[config.mk]
export PLATFORM = sky130hd
export DESIGN_NAME = user_session_auth_flat
export DESIGN_NICKNAME = d
export VERILOG_FILES = /design/src/rtl/user_session_pkg.sv /design/src/rtl/user_session_if.sv /design/src/rtl/user_session_auth_lockout_ctr.sv /design/src/rtl/user_session_auth.sv /design/src/flat_wrapper.sv
export SDC_FILE = /design/constraint.sdc
export NUM_CORES = 1
export LEC_CHECK = 0
export ABC_AREA = 1
export ABC_CLOCK_PERIOD_IN_PS = 2000
export BUFFER_PORTS_ARGS = -buffer_cell sky130_fd_sc_hd__buf_4
export CAP_MARGIN = 20
export CORE_UTILIZATION = 53
export CTS_BUF_LIST = sky130_fd_sc_hd__clkbuf_4 sky130_fd_sc_hd__clkbuf_8
export DETAILED_ROUTE_END_ITERATION = 16
export PLACE_DENSITY = 0.87
export SLEW_MARGIN = 15
export SYNTH_ARGS = -nofsm -noshare
export SYNTH_HDL_FRONTEND = slang
export SYNTH_SLANG_ARGS = --single-unit
[constraint.sdc]
create_clock -name clk -period 2 [get_ports clk]
set_input_delay 0.4 -clock clk [delete_from_list [all_inputs] [get_ports clk]]
set_output_delay 0.4 -clock clk [all_outputs]
set_load 0.005 [all_outputs]
[src/rtl/user_session_pkg.sv]
// user_session_pkg: shared types, the guest ID, the fixed per-user key table
// and the key-match helper used by the session/authentication stage.
package user_session_pkg;

  typedef logic [2:0] user_id_t;
  typedef logic [7:0] user_key_t;
  typedef logic [7:0] user_data_t;

  localparam user_id_t GUEST_ID = 3'b000;

  typedef enum logic [1:0] {
    ST_IDLE    = 2'd0,
    ST_CHECK   = 2'd1,
    ST_SESSION = 2'd2,
    ST_LOCKED  = 2'd3
  } session_state_t;

  localparam user_key_t KEY_TABLE [0:7] = '{
    8'h00, 8'h3C, 8'h7E, 8'h96, 8'h5A, 8'hA5, 8'hC3, 8'hF0
  };

  // The guest identity can never authenticate, whatever key is presented.
  function automatic logic key_ok(input user_id_t id, input user_key_t key);
    return (id != GUEST_ID) && (key == KEY_TABLE[id]);
  endfunction

endpackage

[src/rtl/user_session_if.sv]
// user_session_if: login, write and grant-side signals of the session stage.
// master = the requester side (drives logins/writes), slave = the auth block.
interface user_session_if;
  import user_session_pkg::*;

  logic       login_valid;
  user_id_t   login_id;
  user_key_t  login_key;
  logic       logout;
  logic       wr_valid;
  user_data_t wr_data;

  user_id_t   usr_id;
  user_data_t grant_data;
  logic       grant_valid;
  logic       session_active;
  logic       login_fail;
  logic       locked;

  modport master (
    output login_valid, login_id, login_key, logout, wr_valid, wr_data,
    input  usr_id, grant_data, grant_valid, session_active, login_fail, locked
  );

  modport slave (
    input  login_valid, login_id, login_key, logout, wr_valid, wr_data,
    output usr_id, grant_data, grant_valid, session_active, login_fail, locked
  );

endinterface

[src/rtl/user_session_auth_lockout_ctr.sv]
// auth_lockout_ctr: consecutive-failure counter and lockout timer.
// lock_start fires combinationally on the failure that reaches MAX_FAIL so the
// controller can enter LOCKED on the same edge. lock_active stays high while
// the lockout still has more than the current cycle left to run.
module auth_lockout_ctr
  import user_session_pkg::*;
#(
  parameter int MAX_FAIL    = 3,
  parameter int LOCK_CYCLES = 16
) (
  input  logic clk,
  input  logic rst_n,
  input  logic fail,
  input  logic clear,
  output logic lock_start,
  output logic lock_active
);

  localparam logic [3:0] MAX_FAIL_C = 4'(MAX_FAIL);
  localparam logic [7:0] LOCK_C     = 8'(LOCK_CYCLES);

  logic [3:0] fail_cnt;
  logic [3:0] fail_cnt_inc;
  logic [7:0] timer;

  // Saturating increment: the count parks at MAX_FAIL instead of wrapping.
  always_comb begin
    fail_cnt_inc = fail_cnt;
    if (fail_cnt != MAX_FAIL_C) fail_cnt_inc = fail_cnt + 4'd1;
  end

  assign lock_start  = fail && (fail_cnt_inc == MAX_FAIL_C);
  assign lock_active = (timer > 8'd1);

  // Failure count: cleared on success or lockout expiry, bumped on each reject.
  always_ff @(posedge clk or negedge rst_n) begin
    if (!rst_n)     fail_cnt <= '0;
    else if (clear) fail_cnt <= '0;
    else if (fail)  fail_cnt <= fail_cnt_inc;
  end

  // Lock timer: loaded on lockout entry, then counts down to zero.
  always_ff @(posedge clk or negedge rst_n) begin
    if (!rst_n)              timer <= '0;
    else if (lock_start)     timer <= LOCK_C;
    else if (timer != 8'd0)  timer <= timer - 8'd1;
  end

endmodule

[src/rtl/user_session_auth.sv]
// user_session_auth: login check against the fixed key table, session hold,
// and forwarding of the session owner's writes to the grant-access stage.
// Optional feature macro: USER_SESSION_LOCKOUT_EN (lockout after MAX_FAIL
// consecutive rejected logins, lasting LOCK_CYCLES cycles).
module user_session_auth
  import user_session_pkg::*;
#(
  parameter int MAX_FAIL    = 3,
  parameter int LOCK_CYCLES = 16
) (
  input  logic         clk,
  input  logic         rst_n,
  user_session_if.slave bus
);

  if (MAX_FAIL < 1 || MAX_FAIL > 15) begin : g_bad_max_fail
    $error("user_session_auth: MAX_FAIL must be in 1..15");
  end
  if (LOCK_CYCLES < 1 || LOCK_CYCLES > 255) begin : g_bad_lock_cycles
    $error("user_session_auth: LOCK_CYCLES must be in 1..255");
  end

  session_state_t state_q, state_d;

  user_id_t   login_id_p0;
  user_key_t  login_key_p0;

  user_id_t   usr_id_q;
  user_data_t grant_data_q;
  logic       grant_valid_q;
  logic       session_active_q;
  logic       login_fail_q;
  logic       locked_q;

  logic       key_match;
  logic       check_pass;
  logic       check_fail;
  logic       in_session;

  assign key_match  = key_ok(login_id_p0, login_key_p0);
  assign check_pass = (state_q == ST_CHECK) &&  key_match;
  assign check_fail = (state_q == ST_CHECK) && !key_match;
  assign in_session = (state_q == ST_SESSION);

`ifdef USER_SESSION_LOCKOUT_EN
  logic lock_start;
  logic lock_active;
  logic lock_expire;

  assign lock_expire = (state_q == ST_LOCKED) && !lock_active;

  auth_lockout_ctr #(
    .MAX_FAIL    (MAX_FAIL),
    .LOCK_CYCLES (LOCK_CYCLES)
  ) u_lockout (
    .clk         (clk),
    .rst_n       (rst_n),
    .fail        (check_fail),
    .clear       (check_pass || lock_expire),
    .lock_start  (lock_start),
    .lock_active (lock_active)
  );

  // locked mirrors the LOCKED state as a registered flag.
  always_ff @(posedge clk or negedge rst_n) begin
    if (!rst_n) locked_q <= 1'b0;
    else        locked_q <= (state_d == ST_LOCKED);
  end
`else
  localparam logic [3:0] MAX_FAIL_C = 4'(MAX_FAIL);
  logic [3:0] fail_cnt;

  // Failure count kept for bookkeeping only; without lockout it never gates.
  always_ff @(posedge clk or negedge rst_n) begin
    if (!rst_n)
      fail_cnt <= '0;
    else if (check_pass)
      fail_cnt <= '0;
    else if (check_fail && (fail_cnt != MAX_FAIL_C))
      fail_cnt <= fail_cnt + 4'd1;
  end

  assign locked_q = 1'b0;
`endif

  // State register.
  always_ff @(posedge clk or negedge rst_n) begin
    if (!rst_n) state_q <= ST_IDLE;
    else        state_q <= state_d;
  end

  // Next-state logic; CHECK always resolves in one cycle.
  always_comb begin
    state_d = state_q;
    case (state_q)
      ST_IDLE:    if (bus.login_valid) state_d = ST_CHECK;
      ST_CHECK: begin
        if (key_match) begin
          state_d = ST_SESSION;
        end else begin
          state_d = ST_IDLE;
`ifdef USER_SESSION_LOCKOUT_EN
          if (lock_start) state_d = ST_LOCKED;
`endif
        end
      end
      ST_SESSION: if (bus.logout) state_d = ST_IDLE;
`ifdef USER_SESSION_LOCKOUT_EN
      ST_LOCKED:  if (!lock_active) state_d = ST_IDLE;
`endif
      default:    state_d = ST_IDLE;
    endcase
  end

  // ---- stage p0: capture the login attempt for the CHECK cycle ----
  // Attempt capture; only IDLE accepts a login strobe.
  always_ff @(posedge clk) begin
    if ((state_q == ST_IDLE) && bus.login_valid) begin
      login_id_p0  <= bus.login_id;
      login_key_p0 <= bus.login_key;
    end
  end

  // ---- stage p1: registered outputs toward the grant stage ----
  // Output registers; logout beats a same-cycle write and clears the bus.
  always_ff @(posedge clk or negedge rst_n) begin
    if (!rst_n) begin
      usr_id_q         <= GUEST_ID;
      grant_data_q     <= '0;
      grant_valid_q    <= 1'b0;
      session_active_q <= 1'b0;
      login_fail_q     <= 1'b0;
    end else begin
      grant_valid_q    <= in_session && bus.wr_valid && !bus.logout;
      session_active_q <= (state_d == ST_SESSION);
      login_fail_q     <= check_fail;

      if (check_pass)                  usr_id_q <= login_id_p0;
      else if (state_d != ST_SESSION)  usr_id_q <= GUEST_ID;

      if (in_session && bus.logout)        grant_data_q <= '0;
      else if (in_session && bus.wr_valid) grant_data_q <= bus.wr_data;
    end
  end

  assign bus.usr_id         = usr_id_q;
  assign bus.grant_data     = grant_data_q;
  assign bus.grant_valid    = grant_valid_q;
  assign bus.session_active = session_active_q;
  assign bus.login_fail     = login_fail_q;
  assign bus.locked         = locked_q;

endmodule

[src/flat_wrapper.sv]
// flat-port wrapper written by rule: the top's interface ports become plain ports
module user_session_auth_flat import user_session_pkg::*;
#(
  parameter int MAX_FAIL    = 3,
  parameter int LOCK_CYCLES = 16
)
  (clk, rst_n, bus_login_valid, bus_login_id, bus_login_key, bus_logout, bus_wr_valid, bus_wr_data, bus_usr_id, bus_grant_data, bus_grant_valid, bus_session_active, bus_login_fail, bus_locked);
  user_session_if bus_i ();
  input  logic clk;
  input  logic rst_n;
  input wire logic [$bits(bus_i.login_valid)-1:0] bus_login_valid;
  input wire logic [$bits(bus_i.login_id)-1:0] bus_login_id;
  input wire logic [$bits(bus_i.login_key)-1:0] bus_login_key;
  input wire logic [$bits(bus_i.logout)-1:0] bus_logout;
  input wire logic [$bits(bus_i.wr_valid)-1:0] bus_wr_valid;
  input wire logic [$bits(bus_i.wr_data)-1:0] bus_wr_data;
  output wire logic [$bits(bus_i.usr_id)-1:0] bus_usr_id;
  output wire logic [$bits(bus_i.grant_data)-1:0] bus_grant_data;
  output wire logic [$bits(bus_i.grant_valid)-1:0] bus_grant_valid;
  output wire logic [$bits(bus_i.session_active)-1:0] bus_session_active;
  output wire logic [$bits(bus_i.login_fail)-1:0] bus_login_fail;
  output wire logic [$bits(bus_i.locked)-1:0] bus_locked;
  assign bus_i.login_valid = bus_login_valid;
  assign bus_i.login_id = bus_login_id;
  assign bus_i.login_key = bus_login_key;
  assign bus_i.logout = bus_logout;
  assign bus_i.wr_valid = bus_wr_valid;
  assign bus_i.wr_data = bus_wr_data;
  assign bus_usr_id = bus_i.usr_id;
  assign bus_grant_data = bus_i.grant_data;
  assign bus_grant_valid = bus_i.grant_valid;
  assign bus_session_active = bus_i.session_active;
  assign bus_login_fail = bus_i.login_fail;
  assign bus_locked = bus_i.locked;
  user_session_auth #(.MAX_FAIL(MAX_FAIL), .LOCK_CYCLES(LOCK_CYCLES)) u_core (.clk(clk), .rst_n(rst_n), .bus(bus_i));
endmodule
==> out/summary.json, run 1 <==
{
  "rows": {"value": 17},
  "remaining_drc_errors": {"value": 0},
  "pin_count_of_the_biggest_net_entering_global_routing": {"value": 17},
  "detailedPlacementHpwl": {"value": 2150, "unit": "µm"},
  "place_congestion": {"value": 0.850},
  "diodes": {"value": 0},
  "post_synth_fa_ha_maj_area_fraction": {"value": 0.0467},
  "syn_inst": {"value": 151},
  "synthDominantAreaCellType": {"value": "dfrtp_1"},
  "synth_area_leaders": {"value": "dfrtp_1 30%, edfxtp_1 25%, nand2_1 16%"},
  "share_of_layout_cells_above_drive_strength_1": {"value": 0.277},
  "hold_class": {"value": "in2reg"},
  "floorplan.core_area": {"value": 2300, "unit": "µm²"},
  "result_of_the_run": {"value": "completed"},
  "synth_cell_types": {"value": 23},
  "wirelength": {"value": 2730, "unit": "µm"},
  "timing_max_transition_violations_final": {"value": 0},
  "critical_path.max_fanout": {"value": 5},
  "wire_length_of_the_first_global_routing_pass": {"value": 4410, "unit": "µm"},
  "p_total": {"value": 1050, "unit": "µW"},
  "synth-seq-cells": {"value": 27},
  "muxShareOfSynthArea": {"value": 0},
  "first_pass_iters": {"value": 3},
  "tritoncts_sink_count": {"value": 27},
  "die-width": {"value": 52.3, "unit": "µm"},
  "rsz0062_at_grt": {"value": "no"},
  "place.port_buffers": {"value": 37},
  "layout-area-overhead-vs-synth": {"value": 25.2, "unit": "%"},
  "cts_max_path_buffers": {"value": 2},
  "worst_ep_arrival_time": {"value": 2.03, "unit": "ns"},
  "io_pins": {"value": 39},
  "critical_path_required": {"value": 2.25, "unit": "ns"},
  "grt-ovfl-total": {"value": 0},
  "ys_seq_area_frac": {"value": 0.545},
  "worst_clock_skew": {"value": 0.00923, "unit": "ns"},
  "post-synth-top-area-fraction": {"value": 0.299},
  "fmaxAchievable": {"value": 563, "unit": "MHz"},
  "drt_first_iter_violations": {"value": 11},
  "post_cts_resized": {"value": 0},
  "power_density": {"value": 626, "unit": "nW/µm²"},
  "critPathCaptureType": {"value": "flip-flop"},
  "synth_warnings": {"value": 0},
  "placed_cell_area": {"value": 1640, "unit": "µm²"},
  "setup-tns-final": {"value": 0, "unit": "ns"},
  "postSynthAreaPerCell": {"value": 8.87, "unit": "µm²"},
  "cts-buffers-inserted": {"value": 3},
  "postRouteAntennaNets": {"value": 0},
  "global_route_usage_over_all_layers": {"value": 0.234},
  "ir_drop": {"value": 0.618, "unit": "mV"},
  "synthesis.nets": {"value": 180},
  "drv_cap": {"value": 0},
  "clock_insertion_delay_worst_skew": {"value": 0.33, "unit": "ns"},
  "main_combinational_cell_family_by_area_after_synthesis": {"value": "simple AND/OR/NAND/NOR gates"},
  "vias_per_cell": {"value": 5.00},
  "setup_viol": {"value": 0},
  "drt-wirelength-per-cell": {"value": 12.5, "unit": "µm"},
  "final_standard_cell_area_without_fillers": {"value": 1680, "unit": "µm²"},
  "synthXorXnorAreaFrac": {"value": 0},
  "synth_simple_gate_area_frac": {"value": 0.291},
  "crit_path_kind": {"value": "reg2reg"},
  "ctsHoldBuffers": {"value": 1},
  "min_period_over_period": {"value": 0.888},
  "synth_compound_area_frac": {"value": 0.0430},
  "tritoncts": {"value": "built"},
  "clock_root_buffer": {"value": "clkbuf_4"},
  "via_count": {"value": 1094},
  "die_height": {"value": 52.3, "unit": "µm"},
  "worstSetupStartpointType": {"value": "flip-flop"},
  "regToRegSetupSlack": {"value": 0.22, "unit": "ns"},
  "final.fill_count": {"value": 162},
  "finish.net_count": {"value": 221},
  "setup_fix_bufs_post_cts": {"value": 0},
  "hold_viol_final": {"value": 0},
  "ctsHtreeMaxLevel": {"value": 1},
  "initial_core_util": {"value": 0.583},
  "first_global_vias": {"value": 1021},
  "die_area": {"value": 2730, "unit": "µm²"},
  "cts.clk_slew.worst_paths": {"value": 0.14, "unit": "ns"},
  "synth_area": {"value": 1340, "unit": "µm²"},
  "fin_crit": {"value": 1.78, "unit": "ns"},
  "power.static_leakage": {"value": 0.000900, "unit": "µW"},
  "initial_antenna_violation_count": {"value": 0}
}
[layout make-up]
| cell class | count | area [µm²] | area share |
|---|---|---|---|
| Tap cell | 28 | 35.0 | 0.0209 |
| Sequential cell | 27 | 731 | 0.435 |
| Timing Repair Buffer | 39 | 295 | 0.176 |
| Inverter | 18 | 72.6 | 0.0433 |
| Multi-Input combinational cell | 103 | 514 | 0.306 |
| Clock buffer | 4 | 30.0 | 0.0179 |
[worst max-delay path, stage by stage, from the launching register on]
cell and delay, ns:
edfxtp_1 0.49, inv_1 0.20, ha_1 0.30, inv_1 0.08
nand2_2 0.07, nand2_1 0.06, nand2_1 0.04, nand2_1 0.06
nand2_1 0.08, nor2_4 0.14, nand3_2 0.09, o21ai_0 0.08
[metrics by stage]
step	setup slack, ns	hold slack, ns	util	instances
finish	0.224	0.235	0.730	219
global route	0.0968	0.217	0.730	219
CTS	0.236	0.229	0.730	219
detailed placement	0.261	0.265	0.713	214
global placement	0.295	0.263	0.713	214
floorplan	0.447	0.104	-	151
[kinds of logic after synthesis]
| logic type | Yosys count |
|---|---|
| compound gates | 11 |
| simple gates | 86 |
| flops | 27 |
| fa+ha+maj | 5 |
| other cells | 1 |
| buf+inv | 21 |
[metal layers]
layer	vias up	share of wire	track usage
met1	509	0.42	0.275
met2	27	0.53	0.403
met3	7	0.028	0.0261
li1	551	-	-
met5	-	0	0
met4	0	0.025	0.145
[report_power, final]
part | leakage (µW) | switching [µW] | total [µW] | internal [µW]
Sequential | 0.000320 | 21.6 | 631 | 609
Combinational | 0.000561 | 88.3 | 172 | 83.6
Clock | 0.0000184 | 156 | 248 | 91.7
Total | 0.000900 | 266 | 1050 | 785
[sequential cells by signal, indices dropped and copies added, names as in the netlist]
name / count
u_core.login_key_p0: 8
u_core.bus.session_active: 1
u_core.login_id_p0: 3
u_core.bus.usr_id: 3
u_core.bus.login_fail: 1
u_core.bus.grant_data: 8
u_core.state_q: 2
u_core.bus.grant_valid: 1
[final timing paths]
| path | startpoint | to | cells after the start |
|---|---|---|---|
| hold reg to reg | u_core.state_q[1] | u_core.state_q[0] | 1 |
| min in group asynchronous | rst_n | u_core.bus.usr_id[2] | 2 |
| setup / recovery | u_core.login_id_p0[0] | u_core.state_q[1] | 11 |
| setup reg to reg | u_core.login_id_p0[0] | u_core.state_q[1] | 11 |
| hold / removal | bus_login_key[1] | u_core.login_key_p0[1] | 1 |
| max in group asynchronous | rst_n | u_core.bus.grant_data[7] | 2 |
[layout by cell type, fill, tap and decap left out, types with 4 or more instances in the layout]
cell and instances:
nand2_2 4, inv_1 15, nand3_1 6, dfrtp_1 16, buf_4 38, nor2_1 7, ha_1 5, nand2_1 58
o21ai_0 10, edfxtp_1 11, clkbuf_4 4
[Yosys cell counts, drive strengths merged]
cell type and n:
nand2 63, inv 17, dfrtp 16, edfxtp 11, nor2 10, o21ai 10, nand3 7, ha 5
nand3b 3, nand4 3, buf 2, a21boi 1, clkbuf 1, clkinv 1, conb 1
No activity file was read; power rests on OpenSTA's default activity.
==> run 2: changes to the inputs <==
--- a/config.mk
+++ b/config.mk
@@ -6,13 +6,13 @@
 export NUM_CORES = 1
 export LEC_CHECK = 0
 export ABC_AREA = 1
-export ABC_CLOCK_PERIOD_IN_PS = 2000
+export ABC_CLOCK_PERIOD_IN_PS = 1600
 export BUFFER_PORTS_ARGS = -buffer_cell sky130_fd_sc_hd__buf_4
 export CAP_MARGIN = 20
-export CORE_UTILIZATION = 53
+export CORE_UTILIZATION = 48
 export CTS_BUF_LIST = sky130_fd_sc_hd__clkbuf_4 sky130_fd_sc_hd__clkbuf_8
 export DETAILED_ROUTE_END_ITERATION = 16
-export PLACE_DENSITY = 0.87
+export PLACE_DENSITY = 0.84
 export SLEW_MARGIN = 15
 export SYNTH_ARGS = -nofsm -noshare
 export SYNTH_HDL_FRONTEND = slang
==> constraint.sdc (replaced) <==
create_clock -name clk -period 1.6 [get_ports clk]
set_input_delay 0.32 -clock clk [delete_from_list [all_inputs] [get_ports clk]]
set_output_delay 0.32 -clock clk [all_outputs]
set_load 0.005 [all_outputs]
==> out/summary.json, run 2 (synthesis results as in run 1) <==
{
  "vias_per_cell": {"value": 5.14},
  "grt-ovfl-total": {"value": 0},
  "io_pins": {"value": 39},
  "timing_max_transition_violations_final": {"value": 0},
  "critical_path_required": {"value": 1.89, "unit": "ns"},
  "rsz0062_at_grt": {"value": "yes"},
  "global_route_usage_over_all_layers": {"value": 0.204},
  "place.port_buffers": {"value": 37},
  "setup_viol": {"value": 0},
  "cts_max_path_buffers": {"value": 2},
  "power.clock.fraction": {"value": 0.232},
  "drt_first_iter_violations": {"value": 31},
  "cell_chain_of_the_critical_path": {"value": "inv_2 > ha_4 > inv_4 > nand2_4 > nand2_2 > nand2_2 > nand2_2 > nand2_2 > nor2_4 > nand4_1 > nand2_1"},
  "hold_viol_final": {"value": 0},
  "fraction_of_power_spent_switching_nets": {"value": 0.264},
  "switchingPower": {"value": 361, "unit": "µW"},
  "final.fill_count": {"value": 188},
  "min_period_over_period": {"value": 0.990},
  "fmaxAchievable": {"value": 631, "unit": "MHz"},
  "drv_cap": {"value": 0},
  "final.hold.worst_slack": {"value": 0.144, "unit": "ns"},
  "rows": {"value": 18},
  "detailedPlacementHpwl": {"value": 2170, "unit": "µm"},
  "crit_path_kind": {"value": "reg2reg"},
  "clock_root_buffer": {"value": "clkbuf_4"},
  "result_of_the_run": {"value": "completed"},
  "finish.net_count": {"value": 230},
  "die-width": {"value": 54.8, "unit": "µm"},
  "critical_path.max_fanout": {"value": 5},
  "layout.core_utilization": {"value": 0.707},
  "diodes": {"value": 0},
  "layout_commonest_cell": {"value": "nand2_1"},
  "ir_drop": {"value": 0.643, "unit": "mV"},
  "place_congestion": {"value": 0.785},
  "power_density": {"value": 755, "unit": "nW/µm²"},
  "critPathMostFrequentCell": {"value": "nand2_2"},
  "worst_path_max_delay_cell": {"value": "edfxtp_1"},
  "ctsHtreeMaxLevel": {"value": 1},
  "dpl.cell_count": {"value": 219},
  "pin_count_of_the_biggest_net_entering_global_routing": {"value": 17},
  "cts-buffers-inserted": {"value": 3},
  "clock_insertion_delay_worst_skew": {"value": 0.34, "unit": "ns"},
  "tritoncts_sink_count": {"value": 27},
  "share_of_layout_cells_above_drive_strength_1": {"value": 0.380},
  "initial_core_util": {"value": 0.522},
  "layout_common_cells": {"value": "50 x nand2_1, 44 x buf_4, 16 x dfrtp_1"},
  "wire_length_of_the_first_global_routing_pass": {"value": 4240, "unit": "µm"},
  "area_occupied_by_multi_input_gates": {"value": 568, "unit": "µm²"},
  "initial_antenna_violation_count": {"value": 0},
  "power.static_leakage": {"value": 0.000953, "unit": "µW"},
  "die_height": {"value": 54.8, "unit": "µm"},
  "wirelength": {"value": 2980, "unit": "µm"},
  "cp_num_buf_inv": {"value": 2},
  "critPathCaptureType": {"value": "flip-flop"},
  "hold_class": {"value": "in2reg"},
  "die_area": {"value": 3010, "unit": "µm²"},
  "worst_clock_skew": {"value": 0.00434, "unit": "ns"},
  "combinationalPowerShare": {"value": 0.198},
  "worstSetupStartpointType": {"value": "flip-flop"},
  "first_pass_iters": {"value": 4},
  "cellInternalPower": {"value": 1010, "unit": "µW"},
  "fin_crit": {"value": 1.58, "unit": "ns"},
  "floorplan.core_area": {"value": 2570, "unit": "µm²"},
  "power.share.sequential": {"value": 0.570},
  "remaining_drc_errors": {"value": 0},
  "finish.cell_count_without_fillers": {"value": 230},
  "layout-area-overhead-vs-synth": {"value": 35.5, "unit": "%"},
  "first_global_vias": {"value": 1022},
  "timing.critical_path.slowest_cell_delay": {"value": 0.44, "unit": "ns"},
  "tritoncts": {"value": "built"},
  "crit_family": {"value": "simple AND/OR/NAND/NOR gates"},
  "postRouteAntennaNets": {"value": 0},
  "worst_ep_arrival_time": {"value": 1.87, "unit": "ns"},
  "drt-wirelength-per-cell": {"value": 13.0, "unit": "µm"},
  "cts.clk_slew.worst_paths": {"value": 0.14, "unit": "ns"},
  "via_count": {"value": 1182},
  "ff_latch_area": {"value": 731, "unit": "µm²"}
}
## run 2: cell count changes in the layout (fill, tap and decap cells not counted), moves of 3 or more
cell | before | now
buf_6 | 0 | 3
nand2_1 | 58 | 50
inv_1 | 15 | 12
nand2_2 | 4 | 11
buf_4 | 38 | 44
## run 2: area by class of cell
type                       instances  share of cell area
multi-input combinational        103               0.313
inverter                          18              0.0414
tap                               30              0.0207
clock buffer                       4              0.0165
sequential                        27               0.402
timing repair buffer              48               0.206
## run 2: worst reg2reg max path: cells and delay by family (launching register included)
kind	cells	cell delay [ns]
flip-flops	1	0.44
adder cells (fa/ha/maj)	1	0.23
buffers and inverters	2	0.18
AND/OR/NAND/NOR	8	0.69
## run 2: worst paths after layout
path	cells after the start	start	endpoint	slack, ns
min reg2reg	2	u_core.bus.usr_id[1]	u_core.bus.usr_id[1]	0.50
min in group asynchronous	2	rst_n	u_core.bus.login_fail	0.36
max in group asynchronous	2	rst_n	u_core.bus.grant_data[5]	1.06
max reg2reg	11	u_core.login_id_p0[1]	u_core.bus.usr_id[0]	0.02
min	1	bus_login_key[7]	u_core.login_key_p0[7]	0.14
max	11	u_core.login_id_p0[1]	u_core.bus.usr_id[0]	0.02
## run 2: per-layer routing
| metal | global-route usage | vias to the layer above | share of wire |
|---|---|---|---|
| met3 | 0.0444 | 7 | 0.045 |
| li1 | - | 572 | - |
| met1 | 0.228 | 569 | 0.40 |
| met4 | 0.0983 | 0 | 0.021 |
| met5 | 0 | - | 0 |
| met2 | 0.361 | 34 | 0.54 |
## run 2: repair_timing
action,in CTS,in global routing
resized for setup,6,16
endpoints found under the hold margin,16,0
hold buffers,1,0
pin swaps,1,13
endpoints found under the setup margin,6,14
setup buffers,1,5
## run 2: stage by stage
| stage | setup slack [ns] | TNS [ns] | cell area, µm² | power [µW] |
|---|---|---|---|---|
| after floorplan | 0.0466 | 0 | 1340 | 910 |
| after global placement | 0.0609 | 0 | 1660 | 1010 |
| after detailed placement | -0.0271 | -0.0847 | 1660 | 1020 |
| after CTS | 0.00562 | 0 | 1730 | 1340 |
| after global routing | -0.102 | -0.438 | 1820 | 1440 |
| final | 0.0156 | 0 | 1820 | 1370 |
## run 2: power groups by stage
stage	logic (µW)	registers, µW	clock network (µW)
after floorplan	115	795	0
after global placement	213	797	0
after detailed placement	224	799	0
after CTS	237	785	320
after global routing	302	786	348
final	272	782	318
==> run 3: changes to the inputs <==
--- a/config.mk
+++ b/config.mk
@@ -9,6 +9,7 @@
 export ABC_CLOCK_PERIOD_IN_PS = 1600
 export BUFFER_PORTS_ARGS = -buffer_cell sky130_fd_sc_hd__buf_4
 export CAP_MARGIN = 20
+export CORE_ASPECT_RATIO = 0.8
 export CORE_UTILIZATION = 48
 export CTS_BUF_LIST = sky130_fd_sc_hd__clkbuf_4 sky130_fd_sc_hd__clkbuf_8
 export DETAILED_ROUTE_END_ITERATION = 16
==> constraint.sdc (replaced) <==
create_clock -name clk -period 1.6 [get_ports clk]
set_input_delay 0.32 -clock clk [delete_from_list [all_inputs] [get_ports clk]]
set_output_delay 0.32 -clock clk [all_outputs]
set_load 0.01 [all_outputs]
==> out/summary.json, run 3 (synthesis results as in run 1) <==
{
  "postRouteAntennaNets": {"value": 0},
  "initial_antenna_violation_count": {"value": 0},
  "timing.max_slew.rel_slack": {"value": 0.662},
  "power.clock.fraction": {"value": 0.233},
  "first_pass_iters": {"value": 4},
  "cts_max_path_buffers": {"value": 2},
  "initial_core_util": {"value": 0.527},
  "die_height": {"value": 49.3, "unit": "µm"},
  "fmaxAchievable": {"value": 585, "unit": "MHz"},
  "hold_class": {"value": "in2reg"},
  "layout_common_cells": {"value": "51 x nand2_1, 41 x buf_4, 16 x dfrtp_1"},
  "remaining_drc_errors": {"value": 0},
  "tightest_slew": {"value": 0.507, "unit": "ns"},
  "crit_path_kind": {"value": "reg2reg"},
  "drv_cap": {"value": 0},
  "rows": {"value": 16},
  "diodes": {"value": 0},
  "die-width": {"value": 61.1, "unit": "µm"},
  "detailedPlacementHpwl": {"value": 2370, "unit": "µm"},
  "pre_cts_ws": {"value": -0.0259, "unit": "ns"},
  "share_of_layout_cells_above_drive_strength_1": {"value": 0.394},
  "tritoncts": {"value": "built"},
  "failed_checks": {"value": "negative setup slack"},
  "worstSetupStartpointType": {"value": "flip-flop"},
  "wirelength": {"value": 3430, "unit": "µm"},
  "hold_viol_final": {"value": 0},
  "min_period_over_period": {"value": 1.07},
  "clock_root_buffer": {"value": "clkbuf_4"},
  "first_global_vias": {"value": 1161},
  "place.port_buffers": {"value": 37},
  "rsz0062_at_grt": {"value": "yes"},
  "clock_insertion_delay_worst_skew": {"value": 0.34, "unit": "ns"},
  "power_density": {"value": 762, "unit": "nW/µm²"},
  "global_route_usage_over_all_layers": {"value": 0.238},
  "finalWorstSetupSlack": {"value": -0.109, "unit": "ns"},
  "finish.net_count": {"value": 228},
  "tritoncts_sink_count": {"value": 27},
  "cts.clk_slew.worst_paths": {"value": 0.16, "unit": "ns"},
  "drt-wirelength-per-cell": {"value": 14.7, "unit": "µm"},
  "critPathCaptureType": {"value": "flip-flop"},
  "worst_ep_arrival_time": {"value": 1.99, "unit": "ns"},
  "pin_count_of_the_biggest_net_entering_global_routing": {"value": 18},
  "cellInternalPower": {"value": 995, "unit": "µW"},
  "via_count": {"value": 1188},
  "cts-buffers-inserted": {"value": 3},
  "critical_path_required": {"value": 1.89, "unit": "ns"},
  "place_congestion": {"value": 0.886},
  "power.static_leakage": {"value": 0.000933, "unit": "µW"},
  "drt_first_iter_violations": {"value": 19},
  "power.share.sequential": {"value": 0.568},
  "grt-ovfl-total": {"value": 0},
  "layout_commonest_cell": {"value": "nand2_1"},
  "r2r.worst_path.cells": {"value": 10},
  "switchingPower": {"value": 394, "unit": "µW"},
  "layout-area-overhead-vs-synth": {"value": 35.9, "unit": "%"},
  "wire_length_of_the_first_global_routing_pass": {"value": 5180, "unit": "µm"},
  "ctsHtreeMaxLevel": {"value": 1},
  "worst_clock_skew": {"value": 0.00671, "unit": "ns"},
  "result_of_the_run": {"value": "finished, violations left"},
  "io_pins": {"value": 39},
  "vias_per_cell": {"value": 5.08},
  "combinationalPowerShare": {"value": 0.199},
  "worstHoldPathCells": {"value": 1},
  "critical_path.max_fanout": {"value": 5},
  "timing_max_transition_violations_final": {"value": 0},
  "setup_viol": {"value": 6},
  "ir_drop": {"value": 0.667, "unit": "mV"},
  "fin_crit": {"value": 1.71, "unit": "ns"},
  "floorplan.core_area": {"value": 2540, "unit": "µm²"},
  "layout.core_utilization": {"value": 0.717},
  "die_area": {"value": 3010, "unit": "µm²"},
  "fraction_of_power_spent_switching_nets": {"value": 0.284}
}
==> run 3: area by class of cell <==
cell class	count	area, µm²
clock buffer	3	22.5
fill	191	721
clock inverter	1	8.76
sequential	27	731
timing repair buffer	46	363
multi-input combinational	103	573
inverter	18	78.8
tap	36	45.0
==> run 3: what timing repair did <==
action                     in CTS  in global routing
setup endpoints to repair       5                 14
hold buffers                    1                  0
pin swaps                       8                  5
setup buffers                   1                  3
hold endpoints to repair       16                  0
resized for setup              10                 17
==> run 3: power by group through the flow <==
stage | registers (µW) | clock network, µW | logic, µW
detailed placement | 800 | 0 | 235
CTS | 787 | 330 | 251
global placement | 797 | 0 | 222
global route | 793 | 359 | 302
floorplan | 802 | 0 | 116
finish | 790 | 323 | 276
==> run 3: worst paths after layout <==
path / from / end / slack (ns)
min: bus_login_key[0] / u_core.login_key_p0[0] / 0.14
max: u_core.login_id_p0[1] / u_core.bus.usr_id[2] / -0.11
max in group asynchronous: rst_n / u_core.state_q[1] / 1.05
min in group asynchronous: rst_n / u_core.bus.session_active / 0.37
min reg2reg: u_core.state_q[1] / u_core.state_q[0] / 0.50
max reg2reg: u_core.login_id_p0[1] / u_core.bus.usr_id[2] / -0.11
==> run 3: per-stage QoR <==
step / hold WS [ns] / setup TNS, ns / total power [µW] / instances / instance area [µm²]
floorplan: 0.0244 / 0 / 918 / 151 / 1340
global route: 0.113 / -0.914 / 1450 / 234 / 1820
global placement: 0.181 / 0 / 1020 / 225 / 1670
finish: 0.140 / -0.454 / 1390 / 234 / 1820
CTS: 0.132 / -0.0510 / 1370 / 231 / 1750
detailed placement: 0.189 / -0.0259 / 1040 / 225 / 1670
==> run 3: critical path, cell delays in order, from the launching register on <==
cell and delay (ns):
edfxtp_1 0.45, inv_4 0.08, ha_4 0.30, nand2_4 0.07
nand2_2 0.10, nand2_2 0.07, nor2_4 0.09, nand2_2 0.08
nor2_4 0.17, nand4_1 0.13, nand2_1 0.10
==> run 3: metal layers <==
metal  wire length [µm]  global-route usage  vias up
li1                   -                   -      568
met1               1310               0.285      561
met2               1830               0.418       53
met3                215              0.0531        6
met4                 78              0.0644        0
met5                  0                   0        -
